### src/rtl/br_issue_seq.sv
// Branch issue sequencer feeding tage_predictor; optional stats via BR_ISSUE_SEQ_STATS_EN.
// Latency: record pushed at edge N is issuable in cycle N+1; one branch per cycle.
// Backpressure: trace_ready_o drops while the FIFO is full; issue stalls while run_i is low.
module br_issue_seq #(
    parameter int unsigned FIFO_DEPTH = 4,
    parameter int unsigned WARMUP_BR  = 1024
) (
    input  logic        clk_i,
    input  logic        rst_ni,
    input  logic        trace_valid_i,
    output logic        trace_ready_o,
    input  logic [31:0] trace_pc_i,
    input  logic        trace_taken_i,
    input  logic        run_i,
    input  logic        stat_clear_i,
    output logic        pred_en_o,
    output logic [31:0] pred_idx_o,
    output logic        pred_br_result_o,
    output logic        pred_correct_o,
    input  logic        prediction_i,
    output logic [31:0] stat_branches_o,
    output logic [31:0] stat_mispred_o,
    output logic [1:0]  state_o
);
    localparam int unsigned AW = $clog2(FIFO_DEPTH);

    typedef enum logic [1:0] {
        S_IDLE    = 2'd0,
        S_WARMUP  = 2'd1,
        S_MEASURE = 2'd2
    } state_t;

    state_t                r_state;
    state_t                w_state_nxt;
    logic [AW:0]           r_wr_ptr;
    logic [AW:0]           r_rd_ptr;
    logic [31:0]           r_mem_pc [FIFO_DEPTH];
    logic [FIFO_DEPTH-1:0] r_mem_taken;
    logic                  w_empty;
    logic                  w_full;
    logic                  w_push;
    logic                  w_pop;
    logic                  w_head_taken;
    logic                  w_clear;
    logic                  w_warm_done;

`ifdef BR_ISSUE_SEQ_STATS_EN
    localparam bit WARM_EN = (WARMUP_BR != 0);
`else
    localparam bit WARM_EN = 1'b0;
`endif

    assign w_empty       = (r_wr_ptr == r_rd_ptr);
    assign w_full        = (r_wr_ptr[AW] != r_rd_ptr[AW]) &&
                           (r_wr_ptr[AW-1:0] == r_rd_ptr[AW-1:0]);
    assign trace_ready_o = !w_full;
    assign w_push        = trace_valid_i && !w_full;
    assign pred_en_o     = !w_empty && run_i && (r_state != S_IDLE);
    assign w_pop         = pred_en_o;

    assign w_head_taken     = r_mem_taken[r_rd_ptr[AW-1:0]];
    assign pred_idx_o       = w_empty ? 32'd0 : r_mem_pc[r_rd_ptr[AW-1:0]];
    assign pred_br_result_o = !w_empty && w_head_taken;
    // Non-step cycles report "correct" so the predictor never allocates on them.
    assign pred_correct_o   = pred_en_o ? (prediction_i == w_head_taken) : 1'b1;
    assign state_o          = r_state;

    always_ff @(posedge clk_i) begin
        if (!rst_ni) begin
            r_wr_ptr <= '0;
            r_rd_ptr <= '0;
        end else begin
            if (w_push) r_wr_ptr <= r_wr_ptr + (AW+1)'(1);
            if (w_pop)  r_rd_ptr <= r_rd_ptr + (AW+1)'(1);
        end
    end

    always_ff @(posedge clk_i) begin
        if (w_push) begin
            r_mem_pc[r_wr_ptr[AW-1:0]]    <= trace_pc_i;
            r_mem_taken[r_wr_ptr[AW-1:0]] <= trace_taken_i;
        end
    end

    always_comb begin
        w_state_nxt = r_state;
        case (r_state)
            S_IDLE:    if (run_i) w_state_nxt = WARM_EN ? S_WARMUP : S_MEASURE;
            S_WARMUP:  if (!run_i) w_state_nxt = S_IDLE;
                       else if (!w_clear && w_warm_done) w_state_nxt = S_MEASURE;
            S_MEASURE: if (!run_i) w_state_nxt = S_IDLE;
                       else if (w_clear && WARM_EN) w_state_nxt = S_WARMUP;
            default:   w_state_nxt = S_IDLE;
        endcase
    end

    always_ff @(posedge clk_i) begin
        if (!rst_ni) r_state <= S_IDLE;
        else         r_state <= w_state_nxt;
    end

`ifdef BR_ISSUE_SEQ_STATS_EN
    logic [31:0] r_warm_cnt;
    logic [31:0] r_stat_br;
    logic [31:0] r_stat_mispred;
    logic        w_warm_inc;
    logic        w_meas_inc;

    assign w_clear    = stat_clear_i;
    assign w_warm_inc = w_pop && (r_state == S_WARMUP);
    assign w_meas_inc = w_pop && (r_state == S_MEASURE);
    // Includes this cycle's issue so the switch lands on the edge issuing branch WARMUP_BR.
    assign w_warm_done = ({1'b0, r_warm_cnt} + 33'(w_warm_inc)) >= 33'(WARMUP_BR);

    always_ff @(posedge clk_i) begin
        if (!rst_ni || w_clear) begin
            r_warm_cnt     <= '0;
            r_stat_br      <= '0;
            r_stat_mispred <= '0;
        end else begin
            if (w_warm_inc) r_warm_cnt <= r_warm_cnt + 32'd1;
            if (w_meas_inc && (r_stat_br != 32'hFFFF_FFFF))
                r_stat_br <= r_stat_br + 32'd1;
            if (w_meas_inc && !pred_correct_o && (r_stat_mispred != 32'hFFFF_FFFF))
                r_stat_mispred <= r_stat_mispred + 32'd1;
        end
    end

    assign stat_branches_o = r_stat_br;
    assign stat_mispred_o  = r_stat_mispred;
`else
    logic w_unused;
    assign w_clear         = 1'b0;
    assign w_warm_done     = 1'b1;
    assign stat_branches_o = 32'd0;
    assign stat_mispred_o  = 32'd0;
    assign w_unused        = ^{stat_clear_i, WARMUP_BR};
`endif

endmodule
### config.mk
export PLATFORM = sky130hd
export DESIGN_NAME = br_issue_seq
export DESIGN_NICKNAME = d
export VERILOG_FILES = /design/src/rtl/br_issue_seq.sv
export SDC_FILE = /design/constraint.sdc
export NUM_CORES = 1
export LEC_CHECK = 0
export ABC_AREA = 1
export ABC_CLOCK_PERIOD_IN_PS = 3700
export CORE_MARGIN = 4
export CORE_UTILIZATION = 50
export DETAILED_ROUTE_END_ITERATION = 7
export GPL_TIMING_DRIVEN = 0
export PLACE_DENSITY = 0.79
export SLEW_MARGIN = 30
export SYNTH_ARGS = -nofsm -noshare
export SYNTH_HDL_FRONTEND = slang
export SYNTH_SLANG_ARGS = --single-unit
### constraint.sdc
create_clock -name clk_i -period 3.7 [get_ports clk_i]
set_clock_uncertainty 0.05 [all_clocks]
set_input_delay 1.11 -clock clk_i [delete_from_list [all_inputs] [get_ports clk_i]]
set_output_delay 1.11 -clock clk_i [all_outputs]
set_load 0.01 [all_outputs]
==> run metrics <==
PortBufs=74; Hold Crit Depth=2; final setup violation count=0; Avg Synthesized Cell Area=~11 sq um; antenna cells=0; critical path cell sequence=inv_2, clkbuf_1, nor2_1, o21ai_0, nand2_1, inv_1, clkdlybuf4s50_1; root buffer cell=clkbuf_16; clock buffer depth=2; Leakage=around 0.0034 uW; critical path arrival=roughly 2400 ps; TritonCTS Buffers=17; EDFF count, synth=about 130; DR pass1 iterations=5; Post-Place Setup Slack=between 5 and 6 ps; worst-case reg-to-reg path depth=7; full die area=~14000 sq um; area of the multi-input gates=roughly 1600 sq um; GRT Total Usage=18.4%; status=completed; RSZ-0062 raised after global routing=no; most frequent cells in the layout=132 x edfxtp_1, 105 x nor2_1, 84 x o21ai_0; Final period util=95.1%; GRT overflow=0; vias post-DR=roughly 4300; Core Area=approximately 12000 sq um; Crit Path Max Fanout=10; Max-Cap Viols=0; Crit path depth=7; setup_tns=0 ps; P&R area growth vs syn=30.3%; Die Width=approximately 120 um; critical path type=register to output pin; fin crit period=around 3500 ps; Highest Clock Rate=roughly 0.28 GHz; Worst-Margin Slew=around 620 ps; Mapped Cells=~570; Seq/Total Area, Yosys=approximately two thirds; crit start category=register; die height=~120 um; io pins=about 140; DRT Wirelength=approximately 13000 um; Slowest-stage cell, CP=clkdlybuf4s50_1; initial antenna violation count=0; cell family with most CP delay=buffers and inverters; global-route wire length before repair=20600 um; initial drt markers=216; ys flop type=edfxtp_1; Reg clk slew, reported paths=60 ps; setup ws final=approximately 180 ps; Final Util=roughly two thirds; Skew-Pair Late Insertion Delay=between 400 and 500 ps; vias per cell=4.75; largest net degree at the start of global routing=19; setup slack, reg-to-reg=around 1500 ps; GPL Wtd Cong=0.761; leading cell type in the layout, fill and taps excluded=edfxtp_1; Slew headroom=58.4%; vias in the first global route=4301; Hold Crit Class=register to register; #FFs+latches synth=between 100 and 150; cell area after synthesis=6270 sq um; Hold Buf Count CTS=0; post-DP HPWL=9230 um; Ys Warns=0; post-synth cell types=23; Avg WL per Cell=14.7 um; Async S/R FF share, synth=0%; post-route ant nets=0; Initial Util=about half; CP peak stage delay=roughly 520 ps; CTS H-tree lvls=4; CTS tree=done; total chip power=4050 uW; Final Hold Viols=0; Final #Nets=between 700 and 800; standard-cell row count=40; Pwr Density=between 400 and 500 nW/um^2; Reg area=4140 sq um; DRC viols=0; Max Slew Vio Count=0; CTS sink count=between 100 and 150; Bufs and invs on worst path=4; share of cells above drive strength 1=16.7%; Max IR drop VDD=roughly 0.33 mV; WP data required=2540 ps; FILL cells=923; crit end category=output pin
[final cells by class]
cell class | instances | share of cell area (%)
multi-input combinational | 351 | 19.2
sequential | 141 | 50.8
tap | 168 | 2.57
buffer | 89 | 7.77
clock buffer | 18 | 5.26
clock inverter | 13 | 1.55
inverter | 52 | 2.39
timing repair buffer | 80 | 10.5
[worst paths after layout]
check / startpoint / to
worst max-delay path: register / pred_idx_o[2]
worst min-delay path: r_wr_ptr[2] / r_wr_ptr[2]
worst max register to register: r_rd_ptr[0] / r_mem_pc[2][18]
worst min register to register: r_wr_ptr[2] / r_wr_ptr[2]
[worst min-delay path, stage by stage (launching register included)]
cell      delay, ps
dfxtp_1         350
nand2_1          90
a21boi_1         60
[layer usage]
metal	track usage (%)	up-vias	wire [um]
met1	21.0	2000	5320
met4	6.30	0	192
met5	0	-	0
li1	-	2100	-
met2	32.7	210	6700
met3	5.80	21	1190
[cell families after synthesis]
kind of cell	synth area share, %
adders and majority gates	0.998
and+or+nand+nor	11.5
xor gates and xnor gates	0.140
buffers and inverters	13.2
other	0.0598
DFF	66.1
AOI/OAI and AO/OA	8.03
[cell usage after synthesis (4+ instances only)]
cell | instances | share of area (%)
edfxtp_1 | 132 | 63
nor2_1 | 109 | 6.5
o21ai_0 | 84 | 6.7
buf_4 | 70 | 8.4
nand2_1 | 56 | 3.4
inv_1 | 50 | 3.0
o21ai_1 | 14 | 1.1
clkbuf_1 | 11 | 0.66
dfxtp_1 | 9 | 2.9
nand3_1 | 6 | 0.48
ha_1 | 5 | 1.0
buf_6 | 4 | 0.72
[per-stage QoR]
step	std cells	hold slack, ps	area [sq um]
final	912	500	8160
after global routing	912	516	8160
after CTS	912	499	8160
after detailed placement	881	492	7600
after global placement	875	452	7460
after floorplan	633	438	6510
[what timing repair did]
item / in CTS / in global routing
endpoints found under the setup margin: 0 / 6
setup buffers: 0 / 0
gates resized for setup: 0 / 5
[where the power goes]
part / leakage (uW) / switching, uW / internal, uW
combinational: 0.00188 / 333 / 288
clock: 0.000252 / 608 / 975
sequential: 0.00129 / 20.7 / 1820
[flip-flops by register name, indices dropped and copies added (netlist names), named ones only]
register,count
r_mem_pc,128
r_mem_taken,4
r_rd_ptr,3
r_wr_ptr,3
state_o,1
Power figures use the tool's default switching activity.
